`config.mk`:
```
export PLATFORM = sky130hd
export DESIGN_NAME = bayes_stream_scheduler
export DESIGN_NICKNAME = d
export VERILOG_FILES = /design/src/rtl/bayes_stream_scheduler.sv
export SDC_FILE = /design/constraint.sdc
export NUM_CORES = 1
export LEC_CHECK = 0
export CAP_MARGIN = 20
export CORE_MARGIN = 2
export CORE_UTILIZATION = 56
export DETAILED_ROUTE_END_ITERATION = 12
export MAX_ROUTING_LAYER = met4
export PLACE_DENSITY = 0.79
export SYNTH_ARGS = -nofsm -noshare
export SYNTH_HDL_FRONTEND = slang
export SYNTH_SLANG_ARGS = --single-unit
```
`constraint.sdc`:
```
create_clock -name clk -period 2.73 [get_ports clk]
set_input_delay 0.6825 -clock clk [delete_from_list [all_inputs] [get_ports clk]]
set_output_delay 0.6825 -clock clk [all_outputs]
set_load 0.03 [all_outputs]
```
`src/rtl/bayes_stream_scheduler.sv`:
```
`default_nettype none
// ============================================================================
// Module      : bayes_stream_scheduler
// Description : Runs one stochastic Bayesian inference pass.
//               IDLE   - waits for start; latches stream_len and obs_en
//               FETCH  - reads one likelihood word per enabled observation
//                        through the mem_req/mem_obs/mem_ack/mem_data port
//               STREAM - for stream_len cycles, uses an LFSR to pick one bit
//                        of each stored word, ANDs the picked bits into
//                        bit_out and counts the ones in ones_count
//               DONE   - one-cycle done pulse, then back to IDLE
// Ports       : clk, rst (sync, active high)
//               start, stream_len, obs_en      run control
//               mem_req, mem_obs, mem_ack, mem_data  RRAM word readout
//               busy, bit_valid, bit_out, ones_count, done  status / result
// Revision    : 1.0 - initial release
// ============================================================================
module bayes_stream_scheduler #(
    parameter int M     = 8,
    parameter int N_OBS = 4,
    parameter int CNT_W = 8,
    parameter int IDX_W = (N_OBS > 1) ? $clog2(N_OBS) : 1
) (
    input  logic             clk,
    input  logic             rst,
    input  logic             start,
    input  logic [CNT_W-1:0] stream_len,
    input  logic [N_OBS-1:0] obs_en,
    output logic             mem_req,
    output logic [IDX_W-1:0] mem_obs,
    input  logic             mem_ack,
    input  logic [M-1:0]     mem_data,
    output logic             busy,
    output logic             bit_valid,
    output logic             bit_out,
    output logic [CNT_W-1:0] ones_count,
    output logic             done
);

    localparam int          AW          = $clog2(M);
    localparam logic [15:0] c_lfsr_seed = 16'hACE1;

    typedef enum logic [1:0] {
        S_IDLE   = 2'd0,
        S_FETCH  = 2'd1,
        S_STREAM = 2'd2,
        S_DONE   = 2'd3
    } state_t;

    state_t           r_state;
    logic [CNT_W-1:0] r_remain;
    logic [CNT_W-1:0] r_ones;
    logic [N_OBS-1:0] r_en;
    logic [IDX_W-1:0] r_idx;
    logic [M-1:0]     r_word [N_OBS];
    logic [15:0]      r_lfsr;
    logic             r_bit_valid;
    logic             r_bit_out;

    // Lowest enabled observation in the incoming mask, and the next enabled
    // observation above the one currently being fetched.
    logic [IDX_W-1:0] w_first_idx;
    logic [IDX_W-1:0] w_next_idx;
    logic             w_next_found;

    always_comb begin
        w_first_idx  = '0;
        w_next_idx   = r_idx;
        w_next_found = 1'b0;
        for (int i = N_OBS - 1; i >= 0; i--) begin
            if (obs_en[i]) begin
                w_first_idx = IDX_W'(i);
            end
            if (r_en[i] && (i > int'(r_idx))) begin
                w_next_idx   = IDX_W'(i);
                w_next_found = 1'b1;
            end
        end
    end

    // Each observation takes its own AW-bit slice of the LFSR as the bit
    // address; disabled observations pass a constant 1 into the AND.
    logic [N_OBS-1:0] w_pick;

    for (genvar g = 0; g < N_OBS; g++) begin : g_obs
        logic [AW-1:0] w_addr;
        assign w_addr    = r_lfsr[g*AW +: AW];
        assign w_pick[g] = r_en[g] ? r_word[g][w_addr] : 1'b1;
    end

    logic w_post;
    logic w_lfsr_fb;

    assign w_post    = &w_pick;
    // x^16 + x^14 + x^13 + x^11 + 1, shifting left into bit 0
    assign w_lfsr_fb = r_lfsr[15] ^ r_lfsr[13] ^ r_lfsr[12] ^ r_lfsr[10];

    always_ff @(posedge clk) begin
        if (rst) begin
            r_state     <= S_IDLE;
            r_remain    <= '0;
            r_ones      <= '0;
            r_en        <= '0;
            r_idx       <= '0;
            r_lfsr      <= c_lfsr_seed;
            r_bit_valid <= 1'b0;
            r_bit_out   <= 1'b0;
            for (int i = 0; i < N_OBS; i++) begin
                r_word[i] <= '0;
            end
        end else begin
            r_bit_valid <= 1'b0;
            case (r_state)
                S_IDLE: begin
                    if (start) begin
                        r_remain <= stream_len;
                        r_en     <= obs_en;
                        r_ones   <= '0;
                        r_idx    <= w_first_idx;
                        if (obs_en != '0) begin
                            r_state <= S_FETCH;
                        end else if (stream_len != '0) begin
                            r_state <= S_STREAM;
                        end else begin
                            r_state <= S_DONE;
                        end
                    end
                end
                S_FETCH: begin
                    if (mem_ack) begin
                        r_word[r_idx] <= mem_data;
                        if (w_next_found) begin
                            r_idx <= w_next_idx;
                        end else if (r_remain != '0) begin
                            r_state <= S_STREAM;
                        end else begin
                            r_state <= S_DONE;
                        end
                    end
                end
                S_STREAM: begin
                    r_bit_valid <= 1'b1;
                    r_bit_out   <= w_post;
                    r_ones      <= r_ones + {{(CNT_W-1){1'b0}}, w_post};
                    r_lfsr      <= {r_lfsr[14:0], w_lfsr_fb};
                    r_remain    <= r_remain - CNT_W'(1);
                    if (r_remain == CNT_W'(1)) begin
                        r_state <= S_DONE;
                    end
                end
                S_DONE: begin
                    r_state <= S_IDLE;
                end
                default: begin
                    r_state <= S_IDLE;
                end
            endcase
        end
    end

    assign mem_req    = (r_state == S_FETCH);
    assign mem_obs    = r_idx;
    assign busy       = (r_state != S_IDLE);
    assign done       = (r_state == S_DONE);
    assign bit_valid  = r_bit_valid;
    assign bit_out    = r_bit_out;
    assign ones_count = r_ones;

endmodule
`default_nettype wire

```
==> qor.yml, run 1 <==
critical_path:
  r2r_end: "ones_count[6]$_SDFFE_PP0P_"
  worstReg2RegStart: "r_lfsr[2]$_SDFFE_PP0P_"
  start_kind: "flop"
  critPathBufInv: 1
  cp_data_arrival_time_ps: 2760
  path_class: "flop to flop"
  worstPathRequired_ps: 3000
  crit_family: "simple AND/OR/NAND/NOR gates"
  cp_slowest_stage_delay_ps: 490
  crit_cells: 10
  cp_max_fo: 6
  crit_chain: "mux2i_1, mux4_2, nand2_1, nand4_1, inv_1, ha_1, ha_1, nand2_1, or3_1, a21oi_1"
  end_kind: "flop"
  crit_path_top_delay_cell: "dfxtp_1"
  r2r_slack_ps: 250
  rr_worst_depth: 10
die:
  die-area_mm2: 0.00710
  io_pins: 39
  die_w_um: 84.3
  rows: 29
  start_util: 0.575
  coreArea_mm2: 0.00628
  dieHeight_um: 84.3
cts:
  cts_tree: "built"
  cts_resized: 0
  clk_pin_slew_ps: 80
  cts_buffers: 9
  cts_max_path_buffers: 2
  clock_latency_ps: 350
  cts_sinks: 74
  root_buffer: "clkbuf_8"
  postCtsHoldBufs: 0
  post_cts_buffers: 0
  htree_levels: 3
global_route:
  grt_max_degree: 38
  grt_first_pass_wirelength_mm: 12.3
  grt_pass1_vias: 2603
  grt_usage: 0.230
  antenna_found_initial: 0
  grt.overflow.total: 0
yosys:
  synthMuxAreaShare: 0.109
  synth-xor-area-share: 0.0170
  async_flop_share: 0
  yosysTopAreaCell: "edfxtp_1"
  synth_fp_nets: 405
  synthFlopType: "dfxtp_1"
  synth_adder_area_share: 0.0312
  ys_seq_area_frac: 0.499
  synth_edf_count: 32
  ys_ff_latch: 74
  netlist_area_mm2: 0.00361
  synth.area.top_cells: "edfxtp_1 27%, dfxtp_1 23%, mux2i_1 8.0%, nor2_1 6.6%, nand2_1 3.4%"
  synth_simple_gate_area_frac: 0.169
  synth-warning-count: 0
  synth-compound-area-share: 0.125
  yosysMostFrequentCell: "nor2_1"
  synthTopCellsByCount: "63 x nor2_1, 42 x dfxtp_1, 33 x nand2_1"
  synth_top_family_by_area: "simple AND/OR/NAND/NOR gates"
  synth_top_area_frac: 0.266
  netlist_instances: 372
  syn_area_per_cell_um2: 9.70
  synth.distinct_cells: 42
worst_hold_path:
  min_path_type: "flop to flop"
  hold_start: "r_en[0]$_SDFFE_PP0P_"
  holdPathStages: 2
  hold_end: "r_en[0]$_SDFFE_PP0P_"
power_and_ir_drop:
  p_int_mw: 2.42
  p_switching_mw: 1.40
  pwr-share-seq: 0.412
  vdd_ir_drop_max_uv: 618
  cellLeakagePower_nw: 1.67
  p_clk_frac: 0.227
  powerDensity_mw_per_mm2: 899
  power_frac_comb: 0.360
  p_sw_frac: 0.367
cells_and_area:
  fillers: 513
  antenna_cells: 0
  fin_area_mm2: 0.00425
  final_net_count: 440
  areaGrowthSynthToFinish_pct: 17.9
  layout-drive-gt1-share: 0.0777
sta:
  rsz0062_at_grt: "no"
  final.setup.tns_ps: 0
  finClkSkew_ps: 5.90
  finalSetupViolCount: 0
  finalHoldViolCount: 0
  fmax_mhz: 403
  hold_ws_ps: 463
  period_needed_ps: 2480
  max_slew_margin: 0.501
  final_max_slew_viol_count: 0
  fin_ws_ps: 248
  finalCritPeriodShare: 0.909
  tightest_slew_ps: 748
place:
  dpl_cell_area_mm2: 0.00405
  globalplace.congestion: 0.809
  place_hpwl_mm: 5.36
  port_buffers: 38
  place_ws_ps: 269
detailed_routing:
  postRouteAntennaNets: 0
  dr.pass1.iters: 4
  num_vias: 2717
  drc: 0
  wl_per_cell_um: 15.1
  vias_per_cell: 5.56
  totalWireLength_mm: 7.38
  drt-initial-drc-count: 196
outcome:
  outcome: "finished clean"
flow_run:
  maxCapViolCount: 0
-- cell usage in the layout, fill, tap and decap left out, drive strengths merged, types with 4 or more instances in the layout --
cell	netlist	final
clkbuf	11	11
inv	23	23
a21oi	17	17
clkinv	0	4
nor2b	10	10
edfxtp	32	32
o21bai	5	5
clkdlybuf4s50	0	38
mux2i	29	29
ha	9	9
mux4	4	4
buf	9	6
nand4	6	6
xnor2	4	4
a211o	7	7
nor3	9	9
dfxtp	42	42
a31oi	5	5
a211oi	6	6
nand2	33	33
nor2	63	63
o21ai	9	9
nand3	8	8
-- tightest hold or removal path: stages, from the launching register on --
cell,delay (ps)
dfxtp_1,320
nand2_1,50
a21oi_1,50
-- power groups by stage --
stage | clock network, mW | registers (mW) | logic (mW)
after floorplan | 0 | 1.56 | 1.06
after global placement | 0 | 1.59 | 1.34
after detailed placement | 0 | 1.60 | 1.37
after CTS | 0.890 | 1.57 | 1.38
after global routing | 0.941 | 1.61 | 1.54
final | 0.870 | 1.58 | 1.38
-- sequential cells by signal (all words and copies together), names as in the netlist --
name        cells
r_remain        8
r_word         32
r_en            4
mem_obs         2
r_lfsr         16
bit_valid       1
bit_out         1
r_state         2
ones_count      8
-- per-stage QoR --
| step | util | power [mW] | cells |
|---|---|---|---|
| 3_5_place_dp | 0.645 | 2.97 | 473 |
| 3_3_place_gp | 0.645 | 2.93 | 473 |
| 4_1_cts | 0.678 | 3.84 | 489 |
| 2_1_floorplan | - | 2.62 | 372 |
| 5_1_grt | 0.678 | 4.09 | 489 |
| 6_report | 0.678 | 3.83 | 489 |
-- kinds of logic (layout without fill, tap and decap cells) --
family / count (synthesis) / in the layout
buf+inv: 43 / 83
mux: 34 / 34
compound gates: 66 / 66
flops: 74 / 74
simple gates: 139 / 139
xor+xnor: 7 / 7
fa+ha+maj: 9 / 9
-- how the worst max path moves through the flow --
stage / slack, ps / endpoint / from
3_3_place_gp: 340 / ones_count[6]$_SDFFE_PP0P_ / r_lfsr[11]$_SDFFE_PP1P_
3_5_place_dp: 270 / ones_count[6]$_SDFFE_PP0P_ / r_lfsr[2]$_SDFFE_PP0P_
4_1_cts: 250 / ones_count[6]$_SDFFE_PP0P_ / r_lfsr[2]$_SDFFE_PP0P_
5_1_grt: 120 / ones_count[6]$_SDFFE_PP0P_ / r_lfsr[11]$_SDFFE_PP1P_
2_1_floorplan: 580 / ones_count[6]$_SDFFE_PP0P_ / r_lfsr[2]$_SDFFE_PP0P_
6_report: 250 / ones_count[6]$_SDFFE_PP0P_ / r_lfsr[2]$_SDFFE_PP0P_
-- final cells by class --
class | instances | area [um^2] | share of cell area
Sequential cell | 74 | 1800 | 0.424
Multi-Input combinational cell | 255 | 1630 | 0.383
Timing Repair Buffer | 44 | 438 | 0.103
Clock buffer | 11 | 151 | 0.0356
Tap cell | 77 | 96.3 | 0.0226
Inverter | 23 | 86.3 | 0.0203
Clock inverter | 5 | 52.6 | 0.0124
-- per-layer routing --
| layer | global-route usage | up-vias | wire [um] |
|---|---|---|---|
| met5 | - | - | 0 |
| met4 | 0.0924 | 0 | 145 |
| met3 | 0.0501 | 13 | 369 |
| met2 | 0.361 | 75 | 3610 |
| met1 | 0.291 | 1259 | 3260 |
| li1 | - | 1370 | - |
Power figures use the tool's default switching activity.
==> inputs of run 2 (changes only) <==
--- a/config.mk
+++ b/config.mk
@@ -14,3 +14,4 @@
 export SYNTH_ARGS = -nofsm -noshare
 export SYNTH_HDL_FRONTEND = slang
 export SYNTH_SLANG_ARGS = --single-unit
+export TNS_END_PERCENT = 1
==> results of run 2 <==
The final DEF is identical to that of run 1; final timing and power are the same.
==> inputs of run 3 (changes only) <==
--- a/config.mk
+++ b/config.mk
@@ -7,10 +7,9 @@
 export LEC_CHECK = 0
 export CAP_MARGIN = 20
 export CORE_MARGIN = 2
-export CORE_UTILIZATION = 56
+export CORE_UTILIZATION = 30
 export DETAILED_ROUTE_END_ITERATION = 12
 export MAX_ROUTING_LAYER = met4
-export PLACE_DENSITY = 0.79
 export SYNTH_ARGS = -nofsm -noshare
 export SYNTH_HDL_FRONTEND = slang
 export SYNTH_SLANG_ARGS = --single-unit
==> run 3 against run 2 <==
Global-route usage fell by 9.8 points. First-iteration DRC count fell by 26%. Utilization fell by 30 points. Fmax rose by 1.8%. Critical path type is now flop to output port. Largest cell class unchanged. Highest routed layer unchanged.
==> qor.yml, run 3 (synthesis gave the netlist of run 1 again) <==
outcome:
  outcome: "finished clean"  # unchanged
critical_path:
  cp_data_arrival_time_ps: 1760  # was 2760 ps
  path_class: "flop to output port"  # was flop to flop
  start_kind: "flop"  # unchanged
  r2r_slack_ps: 330  # was 250 ps
  worstPathRequired_ps: 2050  # was 3000 ps
  end_kind: "output port"  # was flop
  cp_max_fo: 4  # was 6
die:
  start_util: 0.304  # was 0.575
  rows: 40  # was 29
  die-area_mm2: 0.0129  # was 0.00710 mm^2
  coreArea_mm2: 0.0119  # was 0.00628 mm^2
  io_pins: 39  # unchanged
  die_w_um: 114  # was 84.3 um
  dieHeight_um: 114  # was 84.3 um
detailed_routing:
  totalWireLength_mm: 7.92  # was 7.38 mm
  drt-initial-drc-count: 145  # was 196
  vias_per_cell: 4.92  # was 5.56
  dr.pass1.iters: 4  # unchanged
  postRouteAntennaNets: 0  # unchanged
  drc: 0  # unchanged
  wl_per_cell_um: 14.1  # was 15.1 um
  num_vias: 2759  # was 2,717
cts:
  cts_buffers: 9  # unchanged
  post_cts_buffers: 0  # unchanged
  cts_tree: "built"  # unchanged
  clk_pin_slew_ps: 60  # was 80 ps
  cts_max_path_buffers: 2  # unchanged
  htree_levels: 3  # unchanged
  cts_resized: 0  # unchanged
  postCtsHoldBufs: 0  # unchanged
  cts_sinks: 74  # unchanged
  root_buffer: "clkbuf_16"  # was clkbuf_8
  clock_latency_ps: 330  # was 350 ps
cells_and_area:
  areaGrowthSynthToFinish_pct: 22.6  # was 17.9%
  antenna_cells: 0  # unchanged
  final_common_cell: "nor2_1"  # unchanged
  fillers: 1164  # was 513
  largestRegisters: "r_word (32), r_lfsr (16)"  # unchanged
  top_register: "r_word"  # unchanged
  largest_reg_flops: 32  # unchanged
  final_net_count: 442  # was 440
  layout_common_cells: "63 x nor2_1, 42 x dfxtp_1, 38 x clkdlybuf4s50_1, 33 x nand2_1, 32 x edfxtp_1"  # unchanged
  layout-drive-gt1-share: 0.0773  # was 0.0777
sta:
  hold_ws_ps: 469  # was 463 ps
  finalSetupViolCount: 0  # unchanged
  finalCritPeriodShare: 0.894  # was 0.909
  finalHoldViolCount: 0  # unchanged
  finClkSkew_ps: 6.89  # was 5.90 ps
  rsz0062_at_grt: "no"  # unchanged
  final.setup.tns_ps: 0  # unchanged
  period_needed_ps: 2440  # was 2480 ps
  max_slew_margin: 0.483  # was 0.501
  tightest_slew_ps: 773  # was 748 ps
  fmax_mhz: 410  # was 403 MHz
  final_max_slew_viol_count: 0  # unchanged
global_route:
  grt_max_degree: 36  # was 38
  grt_first_pass_wirelength_mm: 12.9  # was 12.3 mm
  antenna_found_initial: 0  # unchanged
  grt_pass1_vias: 2696  # was 2,603
  grt.overflow.total: 0  # unchanged
  grt_usage: 0.132  # was 0.230
place:
  globalplace.congestion: 0.864  # was 0.809
  port_buffers: 38  # unchanged
  place_hpwl_mm: 5.69  # was 5.36 mm
power_and_ir_drop:
  cellLeakagePower_nw: 1.71  # was 1.67 nW
  vdd_ir_drop_max_uv: 454  # was 618 uV
  p_total_mw: 4.05  # was 3.83 mW
  powerDensity_mw_per_mm2: 915  # was 899 mW/mm^2
worst_hold_path:
  min_path_type: "flop to flop"  # unchanged
flow_run:
  maxCapViolCount: 0  # unchanged
==> run 3: changes by cell type in the layout (fill, tap and decap cells not counted) <==
cell / delta
clkbuf_8: -10
clkbuf_16: +9
clkbuf_1: +3
buf_4: +2
bufinv_16: -1
clkbuf_4: +1
clkinv_1: -1
clkinv_2: -1
==> run 3: final timing paths <==
path | startpoint | end | cells after the start
worst min register to register | r_en[0]$_SDFFE_PP0P_ | r_en[0]$_SDFFE_PP0P_ | 2
worst max-delay path | r_state[0]$_SDFFE_PP0P_ | busy | 4
worst min-delay path | r_en[0]$_SDFFE_PP0P_ | r_en[0]$_SDFFE_PP0P_ | 2
worst max register to register | r_lfsr[2]$_SDFFE_PP0P_ | ones_count[6]$_SDFFE_PP0P_ | 10
==> run 3: power by group <==
| part | switching [mW] | internal, mW |
|---|---|---|
| logic | 0.783 | 0.617 |
| clock network | 0.421 | 0.651 |
| registers | 0.216 | 1.36 |
==> run 3: per-layer routing <==
metal	share of wire	vias to the layer above	GRT usage	routed length, um
li1	-	1388	-	-
met1	0.46	1295	0.159	3620
met2	0.48	65	0.214	3830
met3	0.048	11	0.0409	380
met4	0.010	0	0.0398	81
met5	0	-	-	0
==> run 3: final cells by class <==
| cell class | instances | area [um^2] | share of cell area |
|---|---|---|---|
| clock inverter | 2 | 13.8 | 0.00311 |
| clock buffer | 14 | 258 | 0.0583 |
| tap | 147 | 184 | 0.0416 |
| sequential | 74 | 1800 | 0.407 |
| timing repair buffer | 46 | 453 | 0.102 |
| inverter | 23 | 86.3 | 0.0195 |
| multi-input combinational | 255 | 1630 | 0.368 |
==> run 3: through the flow <==
step                      area, um^2  std cells  setup slack, ps   util
after detailed placement        4150        545              325  0.350
after global placement          4150        545              323  0.350
final                           4420        561              291  0.373
after CTS                       4420        561              272  0.373
after global routing            4420        561             91.3  0.373
after floorplan                 3610        372              577      -
==> run 3: critical path, stage by stage (launching register included) <==
cell	delay, ps
dfxtp_1	360
inv_1	110
ha_1	240
inv_2	60
clkdlybuf4s50_1	660
